==> src/rtl/router_pkg.sv <==
// Shared constants and helpers for the router write-side synchroniser.
package router_pkg;

  localparam int ROUTER_MAX_CH      = 16;
  localparam int ROUTER_TIMEOUT_DEF = 30;

  // Returns a one-hot select for idx, or all zeros when the address is not valid.
  function automatic logic [ROUTER_MAX_CH-1:0] onehot(input int unsigned idx, input logic valid);
    onehot = '0;
    if (valid && (idx < ROUTER_MAX_CH)) onehot[idx[3:0]] = 1'b1;
  endfunction

endpackage

==> src/rtl/router_sync_wdog.sv <==
// One channel's read-timeout watchdog: counts valid-but-unread cycles and
// emits a one-cycle soft_reset pulse when the window expires.
module router_sync_wdog
  import router_pkg::*;
#(
  parameter int TIMEOUT = ROUTER_TIMEOUT_DEF,
  localparam int TMR_W  = (TIMEOUT > 1) ? $clog2(TIMEOUT) : 1
) (
  input  logic clk,
  input  logic reset,
  input  logic i_vld,
  input  logic i_rd,
  output logic o_soft_reset
);

  logic [TMR_W-1:0] r_tmr;
  logic             r_soft_reset;

  // Timer and pulse update; an empty FIFO or a read restarts the window.
  always_ff @(posedge clk) begin
    if (reset) begin
      r_tmr        <= '0;
      r_soft_reset <= 1'b0;
    end else if (!i_vld || i_rd) begin
      r_tmr        <= '0;
      r_soft_reset <= 1'b0;
    end else if (r_tmr == TMR_W'(TIMEOUT - 1)) begin
      r_tmr        <= '0;
      r_soft_reset <= 1'b1;
    end else begin
      r_tmr        <= r_tmr + 1'b1;
      r_soft_reset <= 1'b0;
    end
  end

  assign o_soft_reset = r_soft_reset;

endmodule

==> src/rtl/router_sync_n.sv <==
// Write-side synchroniser for the N-port router: latches the header address,
// steers the payload write strobe, muxes back the addressed full flag and
// runs one read-timeout watchdog per output FIFO.
// Optional: define SYNC_TMO_CNT_EN to add per-channel saturating counts of
// soft_reset pulses on tmo_count.
module router_sync_n
  import router_pkg::*;
#(
  parameter int NUM_CH  = 3,
  parameter int ADDR_W  = 2,
  parameter int TIMEOUT = ROUTER_TIMEOUT_DEF
) (
  input  logic              clk,
  input  logic              reset,
  input  logic              detect_add,
  input  logic [ADDR_W-1:0] din,
  input  logic              write_enb_reg,
  input  logic [NUM_CH-1:0] read_enb,
  input  logic [NUM_CH-1:0] empty,
  input  logic [NUM_CH-1:0] full,
  output logic [NUM_CH-1:0] vld_out,
  output logic [NUM_CH-1:0] write_enb,
  output logic              fifo_full,
  output logic [NUM_CH-1:0] soft_reset,
`ifdef SYNC_TMO_CNT_EN
  output logic [NUM_CH*8-1:0] tmo_count,
`endif
  output logic              addr_err
);

  logic [ADDR_W-1:0] r_int_addr;
  logic              r_addr_err;
  logic [NUM_CH-1:0] w_sel;

  // Capture the destination on the header strobe; flag channels that do not exist.
  always_ff @(posedge clk) begin
    if (reset) begin
      r_int_addr <= '0;
      r_addr_err <= 1'b0;
    end else if (detect_add) begin
      r_int_addr <= din;
      r_addr_err <= (32'(din) >= NUM_CH);
    end
  end

  // Select vector follows the latched address, so a same-cycle header uses the old one.
  assign w_sel     = NUM_CH'(onehot(32'(r_int_addr), !r_addr_err));
  assign write_enb = write_enb_reg ? w_sel : '0;
  assign fifo_full = |(full & w_sel);
  assign vld_out   = ~empty;
  assign addr_err  = r_addr_err;

  genvar gi;
  generate
    for (gi = 0; gi < NUM_CH; gi++) begin : g_ch
      router_sync_wdog #(.TIMEOUT(TIMEOUT)) u_wdog (
        .clk          (clk),
        .reset        (reset),
        .i_vld        (vld_out[gi]),
        .i_rd         (read_enb[gi]),
        .o_soft_reset (soft_reset[gi])
      );

`ifdef SYNC_TMO_CNT_EN
      logic [7:0] r_cnt;

      // Saturating count of flushes issued on this channel.
      always_ff @(posedge clk) begin
        if (reset)                              r_cnt <= '0;
        else if (soft_reset[gi] && r_cnt != 8'hFF) r_cnt <= r_cnt + 8'd1;
      end

      assign tmo_count[gi*8 +: 8] = r_cnt;
`endif
    end
  endgenerate

endmodule
==> config.mk <==
export PLATFORM = sky130hd
export DESIGN_NAME = router_sync_n
export DESIGN_NICKNAME = d
export VERILOG_FILES = /design/src/rtl/router_pkg.sv /design/src/rtl/router_sync_wdog.sv /design/src/rtl/router_sync_n.sv
export SDC_FILE = /design/constraint.sdc
export NUM_CORES = 1
export LEC_CHECK = 0
export CORE_ASPECT_RATIO = 1.25
export CORE_UTILIZATION = 47
export CTS_BUF_LIST = sky130_fd_sc_hd__clkbuf_4
export CTS_CLUSTER_SIZE = 8
export DETAILED_ROUTE_END_ITERATION = 10
export GPL_TIMING_DRIVEN = 0
export PLACE_DENSITY = 0.8
export SYNTH_ARGS = -nofsm -noshare
export SYNTH_HDL_FRONTEND = slang
export SYNTH_HIERARCHICAL = 1
export SYNTH_SLANG_ARGS = --single-unit
==> constraint.sdc <==
create_clock -name clk -period 1.3 [get_ports clk]
set_input_delay 0.195 -clock clk [delete_from_list [all_inputs] [get_ports clk]]
set_output_delay 0.195 -clock clk [all_outputs]
set_load 0.005 [all_outputs]
; ---- Word level (Yosys, flattened, before mapping)
; Index checks and enable logic that the tools add are counted.
[word_totals]
register_bits = 21
input_bits = 15
output_inout_bits = 11
elab_cells = 40
[classes]
add_sub_neg = 3
magnitude_cmp = 3
n_eq_ne = 3
n_mux = 7
bitwise_logic = 2
reduce_logical = 14
[ops]
columns = operator, n
row1 = $add A5 B1 Y5 const B, 3
row2 = $eq A5 B5 Y1 const B, 3
row3 = $reduce_or A3 Y1, 4
row4 = $mux W3, 2
row5 = $reduce_or A2 Y1, 3
row6 = $lt A2 B5 Y1 const B, 1
row7 = $mux W1, 4
row8 = $and A3 B3 Y3, 1
row9 = $logic_not A1 Y1, 3
row10 = $logic_or A1 B1 Y1, 3
row11 = $not A3 Y3, 1
row12 = $demux W1 S2, 1
row13 = $ge A2 B1 Y1 const B, 1
row14 = $ge A2 B2 Y1 const B, 1
row15 = $logic_and A1 B1 Y1, 1

; ---- Depth between registers and ports, before layout
[depth]
word_depth = 7
depth_mapped = 5
depth_no_buf = 5

; ---- By module
; The synthesis kept the hierarchy.
[by_module_without_submodules]
columns = mod, n_inst, cells_each, area_each_um2
row1 = router_sync_wdog, 3, 24, 231.5
row2 = router_sync_n, 1, 20, 176.4

; ---- Worst setup path before layout
; OpenSTA, ideal clock, no wires.
[synth_path]
path_kind = register to output
start = register r_int_addr[1]
end = output fifo_full
t_arrival_ns = 0.732
t_required_ns = 1.105
slack_ns = 0.373
path_stages_with_launch = 4
path_buffers = 0
cell_sequence = dfxtp_1 -> nor2b_1 -> a211oi_1 -> a211oi_1
[synth_between]
elab_chain_cells = 7
word_cells_on_any_way = 8
cone_classes = order compare (2) / mux (3) / bitwise (1) / reduce/logical (2)
[synth_lines]
columns = item, line_no
row1 = start: declaration, router_sync_n.sv:31  ; logic [ADDR_W-1:0] r_int_addr;
row2 = start signal: assignment, router_sync_n.sv:41  ; r_int_addr <= din;
row3 = $lt A2 B5 Y1 (implied by the code) / $ge A2 B1 Y1 (equally long branches), router_pkg.sv:10  ; if (valid && (idx < ROUTER_MAX_CH)) onehot[idx[3:0]] = 1'b1;
row4 = $logic_and A1 B1 Y1 (implied by the code), router_pkg.sv:10
row5 = $mux W1 (implied by the code), router_pkg.sv:10
row6 = $demux W1 S2 (*), router_pkg.sv:10
row7 = $mux W3 (*), router_pkg.sv:10
row8 = $and A3 B3 Y3 (*), router_sync_n.sv:49  ; assign fifo_full = |(full & w_sel);
row9 = $reduce_or A3 Y1 (*), router_sync_n.sv:49
row10 = end: declaration, router_sync_n.sv:23  ; output logic fifo_full,
; Every way passes the cells marked *; elsewhere a longest branch is shown, timed or not.

; ---- Final worst setup path
; Same ends and word-level chain as after synthesis.

==> results.txt <==
* Outcome: complete, but fails checks
* Violated checks: setup timing
- Tightest Pin Transition: 223.1 ps
* Post-synthesis net count: 113
* Peak clock frequency supported by timing: 701.2 MHz
* Power Density: 906.9 nW/um^2
- Data arrives at the worst endpoint at 1230 ps.
- Clock slew at the register clock pins of the worst setup and hold paths: 110 ps
- Critical path startpoint category: flop
- Of the total synthesized cell area, the portion taken by full adders, half adders and majority gates is 0.08621.
- Headroom to the max-slew limit: 0.8510
- Register bit count reported by yosys: 21
- CTS Buffer Depth: 2
- Compound-Gate Fraction of Synth Area: 0.02299
* Die outline height: 50.13 um
- Routed len/inst: 12.03 um
- Hold Slack: 477.9 ps
* Root Buffer: clkbuf_4
- Summed over all layers, the global routing overflow is 0.
- Average cell area after synthesis: 9.466 um^2
- In the final layout, the share of cells above drive strength 1 is 0.2160.
* Placed cell areas: 1145 um^2
- The finished cells cover 1242 um^2.
* Diode count: 0
- The first detailed-routing pass took 4 iterations.
- Counting tap cells, the placed design contains a total of 136 instances.
- Post-synthesis sequential area ratio: 0.4828
- At the end of routability-driven placement, the weighted congestion stood at 0.7115.
* Simple-gate portion of the synthesized area: 0.2687
- Leakage power summed over all cells: 0.0005145 uW
- Number of nets in the finished design: 147
* Number of clock sinks seen by CTS: 21
- 26 I/O pins were placed.
- Using the TritonRoute via totals, the vias-per-cell ratio works out to 5.111.
* Total CTS buffers: 3
- The floorplan step defined a die boundary enclosing 2030 um^2.
- Worst Setup Path Type: flop to output port
- STA classifies the critical path endpoint as an output port.
- DRT iter0 DRCs: 14
- Number of cells on the worst reg-to-reg path: 5
- After detailed routing, the number of remaining DRC violations is 0.
- Dividing the final minimum period by the clock period gives 1.097.
- Entering global routing, the biggest net connects 12 pins.
- Summing over every cut layer, the via total after detailed routing is 736.
* Total routing resource utilization after global routing: 0.1919
- Area delta synth->final: 42.67%
* CTS tree: yes
* Vias in the first global route: 694
* Insertion delay of the later-clocked pin in the worst-skew pair: 300 ps
- Hold Crit Endpoint: g_ch[1].u_wdog/r_tmr[0]
- Cell Rows: 17
- The wire-length estimate of the detail-placed layout is 1198 um.
* Core occupancy in the finished layout: 0.7123
- Worst-case setup margin in the final layout: -126.0 ps
* Min-delay src: g_ch[1].u_wdog/r_tmr[0]
* Final Hold Vio Count: 0
- The clock arrives with 3.923 ps of skew.
* Largest fanout on the critical path: 4
* Cell variety after synth: 17
- The mapped netlist covers 870.8 um^2.
* Worst IR Drop VDD: 0.6557 mV
- Xor-xnor portion of the synthesized cell area: 0.09052
* Register-to-register setup slack: 260 ps
- Port Buffer Count: 25
- Clock period minus final worst setup slack: 1426 ps
* Total setup violations reported at the end of the flow: 4
- For this configuration, the core starts out at a cell density of 0.4993.
- Post-layout total power: 1127 uW
- Total of hold buffers inserted after clock tree synthesis: 0
* Worst hold path type: flop to flop
- The count of nets left with antenna violations once routing finished came out at 0.
- The initial antenna violation count was 0.
- STA puts the critical path data required time at 1110 ps.
* Wire length after detailed routing: 1732 um
- By area, the combinational part of the netlist is dominated by simple AND/OR/NAND/NOR gates.
- Max-Cap Viols: 0
* Total core area: 1744 um^2
- Worst r2r dst: g_ch[0].u_wdog/r_tmr[4]
* Synthesis Warnings: 6
- Measured against the total synthesized area, the mux share comes to 0.02299.
- Setup repair after global routing missed its margin: yes
* Chip width: 40.50 um
- The cell count after synthesis came out at 92.
- CTS H-Tree Depth: 1
* Wire length of the first global-routing pass: 2649 um
- Max-slew violation count: 0
- In this run the critical register-to-register path is launched from g_ch[0].u_wdog/r_tmr[1].
- Leaving out filler cells and counting taps, the final layout contains 144.
- Along the worst hold path, the cell count comes to 1.
[timing repair]
item                       CTS  global route
buffers inserted             4             0
setup endpoints to repair   11             4
resized for setup           36             5
pin swaps                    2             2
[critical path: stages, from the launching register on]
cell and delay (ps):
dfxtp_4 360, buf_6 110, nor2b_4 40, a211oi_2 240, a211oi_2 50, buf_2 130
[per-stage QoR]
stage               setup WS (ps)  TNS (ps)
CTS                        -168.2    -317.4
finish                     -126.0    -255.3
floorplan                   372.6         0
global route               -195.1    -515.8
global placement           -441.6     -1617
detailed placement         -460.9     -1671
[Yosys cell counts, drive strengths merged]
cell,n,area share
nor2,23,0.099
dfxtp,21,0.48
nand3,10,0.075
ha,6,0.086
inv,6,0.026
xor2,6,0.060
nand2,3,0.013
nand4,3,0.022
xnor2,3,0.030
a211oi,2,0.017
and4bb,2,0.029
mux2i,2,0.023
nand2b,2,0.014
a21oi,1,0.0057
nor2b,1,0.0072
nor4b,1,0.010
[power breakdown]
group,internal (uW),leakage [uW],switching (uW)
logic,90.8,0.000324,58.1
registers,650,0.000172,7.81
clock network,141,0.0000184,180
[registers in the layout, indices dropped and copies added (netlist names)]
name,count
r_int_addr,2
g_ch.u_wdog/o_soft_reset,3
addr_err,1
g_ch.u_wdog/r_tmr,15
[layout by cell type (no fill, tap or decap), types with 4 or more instances in the layout]
cell type	n
nor2_1	23
dfxtp_1	18
clkdlybuf4s50_1	14
nand3_1	7
dlygate4sd2_1	7
xor2_1	6
ha_1	6
buf_6	5
inv_1	4
clkbuf_4	4
[worst max path at each step]
stage                end     startpoint
2_1_floorplan  fifo_full  r_int_addr[1]
3_3_place_gp   fifo_full        full[0]
3_5_place_dp   fifo_full        full[0]
4_1_cts        fifo_full  r_int_addr[1]
5_1_grt        fifo_full  r_int_addr[1]
6_report       fifo_full  r_int_addr[1]
[final cells by class]
| cell class | count | area [um^2] |
|---|---|---|
| clock buffer | 4 | 30.03 |
| inverter | 6 | 22.52 |
| timing repair buffer | 29 | 275.3 |
| fill | 135 | 501.7 |
| sequential | 21 | 431.7 |
| multi-input combinational | 65 | 459.2 |
| tap | 19 | 23.77 |
[routing by layer]
layer  part of all wire  track usage  routed length (um)  vias to the layer above
met5                  0            0                   0                        -
met4              0.020       0.1167                  34                        0
met3              0.059      0.04054                 102                        4
met2               0.50       0.3386                 874                       25
met1               0.42       0.1834                 721                      335
li1                   -            -                   -                      372
[cells by family after synthesis]
logic type | Yosys count
simple gates | 45
compound gates | 3
fa+ha+maj | 6
xor+xnor | 9
flops | 21
mux | 2
buf+inv | 6
No activity file was read; power rests on OpenSTA's default activity.
==> variant (config.mk and constraints unchanged) <==
Add a define of `SYNC_TMO_CNT_EN`.
--- a/src/rtl/router_sync_n.sv
+++ b/src/rtl/router_sync_n.sv
@@ -5,2 +5,4 @@
 // soft_reset pulses on tmo_count.
+`define SYNC_TMO_CNT_EN
+
 module router_sync_n
Check against the original RTL (old outputs only; new: tmo_count): equivalent (equiv_simple and equiv_induct, registers matched by name and starting in step).
==> variant against the original RTL <==
The flow still finishes with violations (negative setup slack); via count rose to 2.7 times the old value; cell area up 150%; sequential cell count up 24; largest cell class unchanged; power up 94%; synthesized area up 140%; wire length rose to 2.7 times the old value; largest power group unchanged; setup slack worse by 0.030 ns; critical endpoint is now write_enb[2]; fmax down 2.1%.
==> variant: results (changes against the original RTL) <==
[grt]
grt_pass1_wl_mm=7.75  ; +190%
use_met1=0.261  ; +0.0781
grt_pass1_vias=1778  ; +160%
grt_max_degree=14  ; +2
grtUsageMet2=0.352  ; +0.0130

[placement]
placed_area_mm2=0.00270  ; +140%
dpl.hpwl_mm=2.96  ; +150%
dp_slack_ns=-0.456  ; +0.00452 ns

[layout]
multi_input_area_share=0.399  ; +0.0291
nNonClkInverters=8  ; +2
buffer_area_frac=0.232  ; +0.0102
area_delta_synth_final_pct=47.8
seq_area_frac=0.319  ; -0.0281

[setup_path]
reg2reg_slack_ns=0.01  ; -0.25 ns
rr_endpoint=g_ch[1].r_cnt[0]
r2r_start=g_ch[1].r_cnt[3]
max_stage_delay_ns=0.38  ; +0.02 ns

[drt]
post_drt_wl_per_cell_um=12.8  ; +6.0%
met3_length_um=224  ; +120%
avgViaCountPerCell=5.39  ; +5.4%
drt_iter0_markers=66  ; +52
wl_met2_mm=2.38  ; +170%

[worst_hold_path]
holdCritPathClass=in -> reg
hold_start=reset
holdPathEnd=g_ch[0].u_wdog/o_soft_reset
timing.hold.worst_path_depth=4  ; +3

[logic_synthesis]
ys_ff_latch=45  ; +110%
synthTopCellsByArea=dfxtp_1 43%, ha_1 5.4%, nor2_1 5.2%
synth.top_cell.area_share=0.431  ; -0.0516
synth_cells=223  ; +140%

[clock_tree]
clk_pin_slew_ns=0.13  ; +0.02 ns

[sta]
final.setup.worst_slack_ns=-0.156  ; -0.0299 ns
setup_viol=4  ; unchanged

[power]
p_int_mw=1.67  ; +89%
ir_drop_v=0.000610  ; -7.0%
cellLeakagePower_nw=1.33  ; +160%

[status]
status=complete, but fails checks
violations=negative setup slack

variant: cell count changes in the layout (fill, tap and decap cells not counted), sizes merged, moves of 7 or more:
cell	before	now
dlygate4sd2	7	31
a31oi	0	7
dfxtp	21	45
buf	8	40
nor3	0	11
a21oi	1	13
variant: logic make-up after synthesis:
family,count (synthesis),synth area share
muxes,9,0.0503
AOI/OAI and AO/OA,39,0.128
adders and majority gates,9,0.0539
buffers and inverters,14,0.0311
xor gates and xnor gates,9,0.0377
DFF,45,0.431
and+or+nand+nor,98,0.268
variant: power by group through the flow:
stage          logic (mW)  clock network (mW)  registers, mW
2_1_floorplan      0.0596                   0           1.43
3_5_place_dp        0.146                   0           1.43
3_3_place_gp        0.145                   0           1.43
6_report            0.153               0.670           1.37
5_1_grt             0.170               0.748           1.37
4_1_cts             0.138               0.693           1.36
variant: worst max-delay path by stage:
stage          slack (ns)                to              from  cells after the start
2_1_floorplan      -0.003  g_ch[1].r_cnt[0]  g_ch[1].r_cnt[1]                      4
3_3_place_gp        -0.45  g_ch[1].r_cnt[2]             reset                      4
3_5_place_dp        -0.46  g_ch[1].r_cnt[5]             reset                      4
4_1_cts             -0.16         fifo_full     r_int_addr[0]                      4
5_1_grt             -0.25         fifo_full     r_int_addr[0]                      4
6_report            -0.16      write_enb[2]     r_int_addr[0]                      3
variant: repair_timing:
| action | CTS | global route |
|---|---|---|
| endpoints found under the setup margin | 58 | 20 |
| resized for setup | 100 | 7 |
| cloned | 0 | 0 |
| pin swaps | 9 | 7 |
| endpoints found under the hold margin | 0 | 0 |
| buffers inserted | 30 | 3 |
variant: worst max-delay path: cells and delay by family, from the launching register on:
kind | cells | cell delay, ns
DFF | 1 | 0.38
buffers and inverters | 2 | 0.28
and+or+nand+nor | 1 | 0.23
